===== src/rtl/demod_frame_ctrl.sv =====
// demod_frame_ctrl: runs one demodulator receive session on clk_fast.
// Holds the demodulator in soft reset, waits for header sync under a timeout
// with bounded re-arms, then deserialises FRAME_BYTES bytes MSB-first and
// presents them to the frame layer over a valid/ready port.
module demod_frame_ctrl #(
  parameter int RST_CYCLES   = 16,
  parameter int SYNC_TIMEOUT = 1000000,
  parameter int FRAME_BYTES  = 8,
  parameter int MAX_RETRY    = 3
) (
  input  logic       clk_fast,
  input  logic       rst,
  input  logic       start,
  input  logic       abort,
  input  logic       demod_valid,
  input  logic       demod_bit,
  input  logic       bit_strobe,
  output logic       demod_rst_n,
  output logic [7:0] byte_data,
  output logic       byte_valid,
  input  logic       byte_ready,
  output logic       frame_done,
  output logic       busy,
  output logic       sync_fail,
  output logic       overflow,
  output logic [2:0] retry_cnt
);

  typedef enum logic [2:0] {
    S_IDLE,
    S_ARM,
    S_WAIT_SYNC,
    S_RECEIVE,
    S_DRAIN,
    S_FAIL
  } state_t;

  // Counter widths; a limit of 1 still needs a 1-bit counter.
  localparam int ARM_W  = (RST_CYCLES > 1) ? $clog2(RST_CYCLES) : 1;
  localparam int TMR_W  = (SYNC_TIMEOUT > 1) ? $clog2(SYNC_TIMEOUT) : 1;
  localparam int BYTE_W = $clog2(FRAME_BYTES + 1);

  localparam logic [ARM_W-1:0]  ARM_LAST  = ARM_W'(RST_CYCLES - 1);
  localparam logic [TMR_W-1:0]  TMR_LAST  = TMR_W'(SYNC_TIMEOUT - 1);
  localparam logic [BYTE_W-1:0] BYTE_LAST = BYTE_W'(FRAME_BYTES - 1);
  localparam logic [2:0]        RETRY_MAX = 3'(MAX_RETRY);

  state_t state;
  state_t state_nxt;

  logic [ARM_W-1:0]  arm_cnt;
  logic [TMR_W-1:0]  sync_tmr;
  logic [2:0]        bit_cnt;
  logic [BYTE_W-1:0] byte_cnt;
  logic [6:0]        shift_reg;

  logic session_start;
  logic bit_take;
  logic byte_done;
  logic last_byte;
  logic sync_lost;
  logic tmr_expired;
  logic retry_ok;
  logic handshake;

  // A new session may only be opened from IDLE or FAIL, and abort overrides it.
  assign session_start = start && !abort && ((state == S_IDLE) || (state == S_FAIL));
  // Bits are only taken while receiving and while the demodulator claims lock.
  assign bit_take      = (state == S_RECEIVE) && bit_strobe && demod_valid;
  assign byte_done     = bit_take && (bit_cnt == 3'd7);
  assign last_byte     = byte_done && (byte_cnt == BYTE_LAST);
  // Losing valid mid-frame is handled exactly like a sync timeout.
  assign sync_lost     = (state == S_RECEIVE) && !demod_valid;
  // A valid arriving on the final timer cycle takes precedence over the timeout.
  assign tmr_expired   = (state == S_WAIT_SYNC) && !demod_valid && (sync_tmr == TMR_LAST);
  assign retry_ok      = (retry_cnt < RETRY_MAX);
  assign handshake     = byte_valid && byte_ready;

  // State register.
  always_ff @(posedge clk_fast or negedge rst) begin
    if (!rst) begin
      state <= S_IDLE;
    end else begin
      state <= state_nxt;
    end
  end

  // Next-state logic; abort has top priority from every state.
  always_comb begin
    state_nxt = state;
    if (abort) begin
      state_nxt = S_IDLE;
    end else begin
      case (state)
        S_IDLE, S_FAIL: begin
          if (start) begin
            state_nxt = S_ARM;
          end
        end
        S_ARM: begin
          if (arm_cnt == ARM_LAST) begin
            state_nxt = S_WAIT_SYNC;
          end
        end
        S_WAIT_SYNC: begin
          if (demod_valid) begin
            state_nxt = S_RECEIVE;
          end else if (tmr_expired) begin
            state_nxt = retry_ok ? S_ARM : S_FAIL;
          end
        end
        S_RECEIVE: begin
          if (sync_lost) begin
            state_nxt = retry_ok ? S_ARM : S_FAIL;
          end else if (last_byte) begin
            state_nxt = S_DRAIN;
          end
        end
        S_DRAIN: begin
          if (handshake) begin
            state_nxt = S_IDLE;
          end
        end
        default: begin
          state_nxt = S_IDLE;
        end
      endcase
    end
  end

  // Moore outputs decoded from the current state; the demodulator runs only while
  // we are looking for or consuming a frame.
  always_comb begin
    busy        = 1'b1;
    sync_fail   = 1'b0;
    demod_rst_n = 1'b0;
    case (state)
      S_IDLE: begin
        busy = 1'b0;
      end
      S_FAIL: begin
        busy      = 1'b0;
        sync_fail = 1'b1;
      end
      S_ARM: begin
        demod_rst_n = 1'b0;
      end
      S_WAIT_SYNC, S_RECEIVE, S_DRAIN: begin
        demod_rst_n = 1'b1;
      end
      default: begin
        busy = 1'b0;
      end
    endcase
  end

  // Reset-hold and sync timers run only while their state persists and restart on entry.
  always_ff @(posedge clk_fast or negedge rst) begin
    if (!rst) begin
      arm_cnt  <= '0;
      sync_tmr <= '0;
    end else begin
      if ((state == S_ARM) && (state_nxt == S_ARM)) begin
        arm_cnt <= arm_cnt + 1'b1;
      end else begin
        arm_cnt <= '0;
      end
      if ((state == S_WAIT_SYNC) && (state_nxt == S_WAIT_SYNC)) begin
        sync_tmr <= sync_tmr + 1'b1;
      end else begin
        sync_tmr <= '0;
      end
    end
  end

  // Bit deserialiser; any partial byte is thrown away whenever we leave RECEIVE.
  always_ff @(posedge clk_fast or negedge rst) begin
    if (!rst) begin
      bit_cnt   <= '0;
      shift_reg <= '0;
    end else if ((state != S_RECEIVE) || sync_lost || abort) begin
      bit_cnt   <= '0;
      shift_reg <= '0;
    end else if (bit_take) begin
      bit_cnt   <= bit_cnt + 1'b1;
      shift_reg <= {shift_reg[5:0], demod_bit};
    end
  end

  // Byte counter restarts with every (re)arm, since each fresh sync opens a new frame.
  always_ff @(posedge clk_fast or negedge rst) begin
    if (!rst) begin
      byte_cnt <= '0;
    end else if (state_nxt == S_ARM) begin
      byte_cnt <= '0;
    end else if (byte_done && !abort) begin
      byte_cnt <= byte_cnt + 1'b1;
    end
  end

  // Output byte register: a freshly completed byte wins over a same-edge acceptance,
  // so valid stays high without a gap.
  always_ff @(posedge clk_fast or negedge rst) begin
    if (!rst) begin
      byte_data  <= '0;
      byte_valid <= 1'b0;
    end else if (abort) begin
      byte_valid <= 1'b0;
    end else if (byte_done) begin
      byte_data  <= {shift_reg, demod_bit};
      byte_valid <= 1'b1;
    end else if (handshake) begin
      byte_valid <= 1'b0;
    end
  end

  // Session status: sticky overflow, retry accounting and the end-of-frame pulse.
  always_ff @(posedge clk_fast or negedge rst) begin
    if (!rst) begin
      overflow   <= 1'b0;
      retry_cnt  <= '0;
      frame_done <= 1'b0;
    end else begin
      frame_done <= !abort && (state == S_DRAIN) && handshake;
      if (session_start) begin
        overflow  <= 1'b0;
        retry_cnt <= '0;
      end else if (!abort) begin
        if (byte_done && byte_valid && !byte_ready) begin
          overflow <= 1'b1;
        end
        if ((tmr_expired || sync_lost) && retry_ok) begin
          retry_cnt <= retry_cnt + 1'b1;
        end
      end
    end
  end

endmodule


===== config.mk =====
export PLATFORM = sky130hd
export DESIGN_NAME = demod_frame_ctrl
export DESIGN_NICKNAME = d
export VERILOG_FILES = /design/src/rtl/demod_frame_ctrl.sv
export SDC_FILE = /design/constraint.sdc
export NUM_CORES = 1
export LEC_CHECK = 0
export CAP_MARGIN = 20
export CORE_MARGIN = 2
export CORE_UTILIZATION = 25
export DETAILED_ROUTE_END_ITERATION = 10
export PLACE_DENSITY = 0.54
export REMOVE_ABC_BUFFERS = 1
export SYNTH_ARGS = -nofsm -noshare
export SYNTH_HDL_FRONTEND = slang
export SYNTH_SLANG_ARGS = --single-unit

===== constraint.sdc =====
create_clock -name clk_fast -period 2 [get_ports clk_fast]
set_input_delay 0.5 -clock clk_fast [delete_from_list [all_inputs] [get_ports clk_fast]]
set_output_delay 0.5 -clock clk_fast [all_outputs]
set_load 0.02 [all_outputs]

Word-level counts from Yosys, hierarchy flattened
Cells that the tools add are included.
{"block": "classes", "add_sub_neg": 5, "magnitude_cmp": 1, "eq_ne": 13, "mux": 30, "bitwise_logic": 1, "reduce_logical": 37}
{"op": "$mux W3", "count": 14}
{"op": "$add A20 B1 Y20 const B", "count": 1}
{"op": "$eq A20 B20 Y1 const B", "count": 1}
{"op": "$mux W20", "count": 1}
{"op": "$logic_and A1 B1 Y1", "count": 18}
{"op": "$pmux W3 S5", "count": 1}
{"op": "$mux W7", "count": 2}
{"op": "$mux W4", "count": 3}
{"op": "$eq A3 B2 Y1 const B", "count": 3}
{"op": "$eq A3 B3 Y1 const B", "count": 3}
{"op": "$mux W1", "count": 9}
{"op": "$add A4 B1 Y4 const B", "count": 2}
{"op": "$reduce_bool A2 Y1", "count": 4}
{"op": "$add A3 B1 Y3 const B", "count": 2}
{"op": "$eq A3 B1 Y1 const B", "count": 2}
{"op": "$reduce_and A2 Y1", "count": 3}
{"op": "$eq A4 B3 Y1 const B", "count": 1}
{"op": "$eq A4 B4 Y1 const B", "count": 1}
{"op": "$logic_or A1 B1 Y1", "count": 4}
{"op": "$reduce_or A4 Y1", "count": 1}
{"op": "$logic_not A1 Y1", "count": 3}
{"op": "$logic_not A3 Y1", "count": 1}
{"op": "$lt A3 B2 Y1 const B", "count": 1}
{"op": "$ne A3 B2 Y1 const B", "count": 1}
{"op": "5 further kinds", "count": 5}
{"block": "word_totals", "regBits": 55, "input_bits": 8, "out_inout_bits": 17, "word_cells": 98}

Logic depth before layout (Yosys ltp)
Gate-level depths: netlist (run 1).
{"block": "depth", "ltp_word": 12, "ltp_mapped": 9, "mapped_depth_nobuf": 7}

Worst setup path before layout (run 1)
Ideal clock, no wire load.
{"block": "synth_timing", "path_type": "flip-flop to flip-flop", "start": "register sync_tmr[10]", "end": "register retry_cnt[1]", "setup_time_ns": 0.143, "arrival_ns": 1.731, "t_required_ns": 1.857, "slack_ns": 0.127, "path_stages_with_launch": 6, "n_path_buf": 0, "synth_period_minus_slack_ns": 1.873, "cell_sequence": "dfrtp_1 > or4_1 > or3_4 > o21ai_4 > mux2i_1 > nor2_1"}
{"block": "synth_via", "elab_chain_len": 6}
{"element": "start: declaration", "line": "52", "rtl": "logic [TMR_W-1:0] sync_tmr;"}
{"element": "start signal: assignment", "line": "169", "rtl": "sync_tmr <= sync_tmr + 1'b1;"}
{"element": "$eq A20 B20 Y1", "line": "75", "rtl": "assign tmr_expired = (state == S_WAIT_SYNC) && !demod_valid && (sync_tmr == TMR_LAST);"}
{"element": "$logic_and A1 B1 Y1", "line": "75"}
{"element": "$logic_or A1 B1 Y1", "line": "232", "rtl": "if ((tmr_expired || sync_lost) && retry_ok) begin"}
{"element": "$logic_and A1 B1 Y1", "line": "232"}
{"element": "$reduce_bool A2 Y1 (no source line)"}
{"element": "$reduce_and A2 Y1 (no source line)"}
{"element": "end signal: assignment", "line": "233", "rtl": "retry_cnt <= retry_cnt + 1'b1;"}
{"element": "end: declaration", "line": "26", "rtl": "output logic [2:0] retry_cnt"}
No other way between the ends.
A chain may end at the register's enable or synchronous reset.

Worst setup path in the final report (run 1)
{"block": "layout_timing", "start": "register sync_tmr[7]", "end": "register state[2]"}
{"block": "layout_via", "elab_chain_len": 6}
{"element": "$eq A20 B20 Y1", "line": "75"}
{"element": "$logic_and A1 B1 Y1", "line": "75"}
{"element": "$mux W3", "line": "108", "rtl": "end else if (tmr_expired) begin"}
{"element": "$mux W3", "line": "106", "rtl": "if (demod_valid) begin"}
{"element": "$pmux W3 S5", "line": "94", "rtl": "case (state)"}
{"element": "$mux W3", "line": "91", "rtl": "if (abort) begin"}
{"element": "named net state_nxt[2]", "line": "49", "rtl": "state_t state_nxt;"}
{"element": "end signal: assignment", "line": "84", "rtl": "state <= state_nxt;"}
{"element": "end: declaration", "line": "48", "rtl": "state_t state;"}
The timed path passes the listed nets, and every way through them passes these cells.

==> impl_results.md, run 1 <==
* Total GRT Usage at 0.1042
* Switching share of total power at 0.2242
* Critical register-to-register path startpoint: sync_tmr[7]
* Vias per inst at 4.542
* Bufs on Longest Clock Path at 2
* Largest net degree at the start of global routing at 43
* Vias in the first global route at 2095
* Seq/Total Area, Yosys at 0.4975
* Synth top area cells: dfrtp_1 50%, nand2_1 5.7%, nor2_1 4.6%, xor2_1 4.4%, mux2i_1 4.3%
* Syn Area/Cell at around 10 µm²
* Leakage at 0.001533 µW
* H-tree levels at 2
* Final core occ at 0.3189
* Sinks on Clock Net at 55
* Hold Slack at approximately 0.090 ns
* Startpoint class of the critical path: register
* Clock tree root buffer cell: clkbuf_8
* NetSw at about 400 µW
* RSZ-0062 raised after global routing: yes
* 1st-pass router iterations at 6
* Crit-path max cell delay at 0.54 ns
* Largest delay share family, worst path: simple AND/OR/NAND/NOR gates
* DRC at 0
* Combinational Power Share at 0.062
* Crit path buf inv count at 1
* Worst skew pair latency at 0.31 ns
* Main synth FF type: dfrtp_1
* HP Class: input port to asynchronous set/reset pin
* Most frequent cells in the layout: 55 x dfrtp_1, 42 x nand2_1, 33 x nor2_1
* Final setup violation count at 0
* Max Clock Skew at 0.008177 ns
* Most common cell after layout, fill and taps aside: dfrtp_1
* Hold_buf cts at 0
* Minimum clock period at 1.937 ns
* IO Port Bufs at 24
* Initial antenna violation count at 0
* Asr flop ratio synth at 1.000
* Critical Path RT at 2.23 ns
* Largest register FFs at 20
* Starting Density at 0.2552
* Core Rows at 38
* ANT nets after route at 0
* Post-placement cell area at 3341 µm²
* Clock group share of total power at 0.317
* HPWL after DPL at 4.117 mm
* Cell Pwr Density at around 520 nW/µm²
* Distinct cells, synth at 40
* GP Congestion at 0.8090
* Die Span Y at 109.2 µm
* Die width at 109.2 µm
* Slew Limit Fails at 0
* Die Footprint at ~12000 µm²
* CP Class: register to register
* Ys Warns at 0
* Synthesis-to-finish area growth at 24.97%
* Synth Register Bits at 55
* Flop pwr share at 0.620
* Rel. slew slack at 0.7410
* Number of max-cap violations at 0
* Setup tns final at 0 ns
* Mapped Cells at 276
* Critical path cell sequence: or4_4 > or3_4 > nor2_4 > buf_4 > nand2_1 > a31oi_1
* Cell Count, Final, Fillers Out at 467
* 1st-iter DRT viols at 100
* CP endpoint kind: register
* CTS tree: yes
* Num ports at 25
* Worst setup path start: sync_tmr[7]
* Crit-path max FO at 3
* Max VDD drop at approximately 0.00023 V
* CP max-delay cell: or4_4
* EDFF count, synth at 0
* Hold Vio Cnt, Final at 0
* Post-layout nets at between 300 and 400
* Internal at 1396 µW
* Worst Path Arrival at ~2.2 ns
* Slew @ Worst Pin at 0.3833 ns
* Final global-route overflow total at 0
* Cell area after synthesis at 2766 µm²
* WL final at about 5.7 mm
* Total CTS buffers at 5
* Ant diodes at 0
* Wire per inst at 12.20 µm
* Clock transition at path regs at 0.09 ns
* Layout cells sized above 1 at 0.1774
* Post-route cell area at 3457 µm²
* Cell taking the most area after synthesis: dfrtp_1
* Core area at 10840 µm²
* First-pass GRT wire length at 9.818 mm
* Top cell type's share of synthesized area at 0.4975
* Placed cells at 459
* Status: finished, final reports clean
* Vias at roughly 2100
* Crit share post-route at 0.9686
* Fmax at 516.2 MHz
==> synth_stat cells (3+ instances only) <==
cell type	count
clkbuf_1	4
nand3_1	16
and4_1	3
ha_1	6
inv_1	5
xnor2_1	13
a21oi_1	5
xor2_1	14
nor2_1	34
mux2i_1	12
nand2_1	42
nand4_1	7
nor3_1	7
dfrtp_1	55
buf_2	4
nor2_2	11
and3_1	5
==> routing by layer <==
metal | track usage | up-vias | routed length (µm)
li1 | - | 1046 | -
met1 | 0.1315 | 1038 | 2631
met2 | 0.1766 | 31 | 2776
met3 | 0.01853 | 6 | 189
met4 | 0.04069 | 0 | 102
met5 | 0 | - | 0
==> final cells by class <==
cell class	count	area (µm²)
Clock buffer	6	72.57
Fill cell	1146	7383
Inverter	5	18.77
Multi-Input combinational cell	207	1340
Sequential cell	55	1376
Tap cell	140	175.2
Timing Repair Buffer	54	474.2
==> kinds of logic after synthesis <==
family | share of synthesized area
xor+xnor | 0.08548
compound gates | 0.04840
buf+inv | 0.03075
simple gates | 0.2673
flops | 0.4975
fa+ha+maj | 0.02714
mux | 0.04342
==> worst reg2reg max path, cell delays in order (launching register included) <==
cell     delay, ns
dfrtp_1       0.41
or4_4         0.54
or3_4         0.41
nor2_4        0.14
buf_4         0.13
nand2_1       0.07
a31oi_1       0.18
==> per-stage QoR <==
stage	total power, µW	setup slack, ns
2_1_floorplan	1174	0.1011
3_3_place_gp	1250	-0.1674
5_1_grt	1890	-0.001263
6_report	1799	0.06275
4_1_cts	1835	0.009297
3_5_place_dp	1250	-0.1698
==> what timing repair did <==
item                                    4_1_cts  5_1_grt
resized for setup                             5        6
buffers inserted                              0        1
pin swaps                                     1        2
gates cloned                                  1        0
endpoints found under the setup margin       22       18
==> path summary, 6_finish.rpt <==
check	to	slack (ns)	cells past startpoint
worst min-delay path	retry_cnt[2]	0.09	1
worst min register to register	arm_cnt[0]	0.47	1
worst max register to register	state[2]	0.06	6
min in group clk_fast	arm_cnt[0]	0.47	1
max in group asynchronous	byte_data[7]	1.37	2
worst max-delay path	state[2]	0.06	6
==> power groups by stage <==
stage | Sequential [µW] | Clock [µW] | Combinational [µW]
CTS | 1120 | 605 | 113
detailed placement | 1140 | 0 | 112
floorplan | 1140 | 0 | 31.1
global placement | 1140 | 0 | 112
global route | 1120 | 648 | 125
finish | 1120 | 571 | 112
Power figures use the tool's default switching activity.
==> inputs of run 2 (changes only) <==
--- a/config.mk
+++ b/config.mk
@@ -11,6 +11,7 @@
 export DETAILED_ROUTE_END_ITERATION = 10
 export PLACE_DENSITY = 0.54
 export REMOVE_ABC_BUFFERS = 1
+export SETUP_SLACK_MARGIN = 0.02
 export SYNTH_ARGS = -nofsm -noshare
 export SYNTH_HDL_FRONTEND = slang
 export SYNTH_SLANG_ARGS = --single-unit
==> impl_results.md, run 2 (same netlist as run 1, synthesis figures left out) <==
* Status: finished, final reports clean (unchanged)
* Worst setup path start: sync_tmr[12] (was sync_tmr[7])
* Largest net degree at the start of global routing at 43 (unchanged)
* Vias per inst at 4.491 (was 4.542)
* DRC at 0 (unchanged)
* Startpoint class of the critical path: register (unchanged)
* 1st-iter DRT viols at 106 (was 100)
* Clock transition at path regs at 0.09 ns (about the same)
* Starting Density at 0.2552 (unchanged)
* Most frequent cells in the layout: 55 x dfrtp_1, 41 x nand2_1, 33 x nor2_1 (was 55 x dfrtp_1, 42 x nand2_1, 33 x nor2_1)
* Post-layout nets at 345 (was 342)
* Largest register FFs at 20 (unchanged)
* Crit share post-route at 0.9791 (was 0.9686)
* Vias at 2111 (was 2121)
* Final global-route overflow total at 0 (unchanged)
* Total GRT Usage at 0.1051 (was 0.1042)
* CP endpoint kind: register (unchanged)
* Crit-path max cell delay at 0.53 ns (was 0.54 ns)
* Setup tns final at 0 ns (unchanged)
* Worst Path Arrival at 2.16 ns (was 2.17 ns)
* Initial antenna violation count at 0 (unchanged)
* Dpl ws at -0.1698 ns (unchanged)
* First-pass GRT wire length at 9.901 mm (was 9.818 mm)
* Reg-to-reg slack, setup at 0.04 ns (was 0.06 ns)
* Critical register-to-register path startpoint: sync_tmr[12] (was sync_tmr[7])
* Die Span Y at 109.2 µm (unchanged)
* CP Class: register to register (unchanged)
* Rel. slew slack at 0.7406 (was 0.7410)
* Num ports at 25 (unchanged)
* Total CTS buffers at 5 (unchanged)
* Max VDD drop at 0.0002338 V (was 0.0002347 V)
* Fillers at 1144 (was 1146)
* WL final at 5.790 mm (was 5.699 mm)
* Final core occ at 0.3233 (was 0.3189)
* Vias in the first global route at 2104 (was 2095)
* Critical Path RT at 2.20 ns (was 2.23 ns)
* Crit-path max FO at 4 (was 3)
* Post-route setup slack at 0.04189 ns (was 0.06275 ns)
* Wire per inst at 12.32 µm (was 12.20 µm)
* ANT nets after route at 0 (unchanged)
* Minimum clock period at 1.958 ns (was 1.937 ns)
* Hold Vio Cnt, Final at 0 (unchanged)
* Die Footprint at 11920 µm² (unchanged)
* RSZ-0062 raised after global routing: yes (unchanged)
* CP max-delay cell: or4_4 (unchanged)
* Core Rows at 38 (unchanged)
* Slew @ Worst Pin at 0.3839 ns (was 0.3833 ns)
* Layout cells sized above 1 at 0.1879 (was 0.1774)
* Crit path buf inv count at 1 (unchanged)
* Critical path cell sequence: or4_4 > or3_4 > nor2_4 > buf_6 > nand3b_1 > o211a_1 (was or4_4 > or3_4 > nor2_4 > buf_4 > nand2_1 > a31oi_1)
* Fmax at 510.7 MHz (was 516.2 MHz)
* Hold Slack at 0.09037 ns (was 0.08977 ns)
* Hold_buf cts at 0 (unchanged)
* Max Clock Skew at 0.008236 ns (was 0.008177 ns)
* Sinks on Clock Net at 55 (unchanged)
* Clock tree root buffer cell: clkbuf_8 (unchanged)
* Synthesis-to-finish area growth at 26.68% (was 24.97%)
* Core area at 10840 µm² (unchanged)
* IO Port Bufs at 24 (unchanged)
* Final setup violation count at 0 (unchanged)
* Leakage at 0.001553 µW (was 0.001533 µW)
* H-tree levels at 2 (unchanged)
* HPWL after DPL at 4.117 mm (unchanged)
* Ant diodes at 0 (unchanged)
* GP Congestion at 0.8090 (unchanged)
* CTS tree: yes (unchanged)
* Largest delay share family, worst path: simple AND/OR/NAND/NOR gates (unchanged)
* Slew Limit Fails at 0 (unchanged)
* Cell Pwr Density at 513.7 nW/µm² (was 520.4 nW/µm²)
* HP Class: input port to asynchronous set/reset pin (unchanged)
* Worst skew pair latency at 0.31 ns (about the same)
* Worst reg2reg path depth at 6 (unchanged)
* Die width at 109.2 µm (unchanged)
* 1st-pass router iterations at 6 (unchanged)
* Most common cell after layout, fill and taps aside: dfrtp_1 (unchanged)
* R2r endpoint: state[1] (was state[2])
* Bufs on Longest Clock Path at 2 (unchanged)
* Number of max-cap violations at 0 (unchanged)
[run 2: cell types whose count changed in the layout (fill, tap and decap cells not counted), sizes merged]
cell,delta
buf,+2
clkdlybuf4s15,+2
dlygate4sd2,-2
or4b,+1
[run 2: how the worst max path moves through the flow]
stage / endpoint / slack (ns) / cells past startpoint
floorplan: sync_tmr[10] / 0.10 / 5
global route: state[1] / -0.02 / 6
finish: state[1] / 0.04 / 6
detailed placement: byte_cnt[1] / -0.17 / 8
global placement: byte_cnt[0] / -0.17 / 8
CTS: state[2] / 0.03 / 6
[run 2: layout make-up]
class,count,area [µm²],share of cell area
clock buffers,6,72.57,0.02071
multi-input cells,208,1366,0.3899
inverters,5,18.77,0.005355
flip-flops and latches,55,1376,0.3927
repair buffers,56,495.5,0.1414
well taps,140,175.2,0.04998
[run 2: per-layer routing]
layer / track usage / vias up / wire (µm)
li1: - / 1056 / -
met1: 0.1330 / 1022 / 2687
met2: 0.1779 / 27 / 2815
met3: 0.01853 / 6 / 185
met4: 0.04069 / 0 / 102
met5: 0 / - / 0
[run 2: power breakdown]
part / internal, µW / switching [µW]
registers: 1110 / 2.50
clock network: 235 / 333
logic: 48.8 / 67.4
total: 1400 / 403
[run 2: metrics by stage]
step / cell area (µm²) / instances / total power (µW)
finish: 3505 / 470 / 1800
floorplan: 2700 / 266 / 1174
global placement: 3341 / 459 / 1250
detailed placement: 3341 / 459 / 1250
CTS: 3442 / 467 / 1836
global route: 3505 / 470 / 1894
[run 2: what timing repair did]
item | 4_1_cts | 5_1_grt
setup endpoints to repair | 23 | 11
cloned | 2 | 0
pin swaps | 2 | 10
gates resized for setup | 6 | 12
setup buffers | 0 | 3
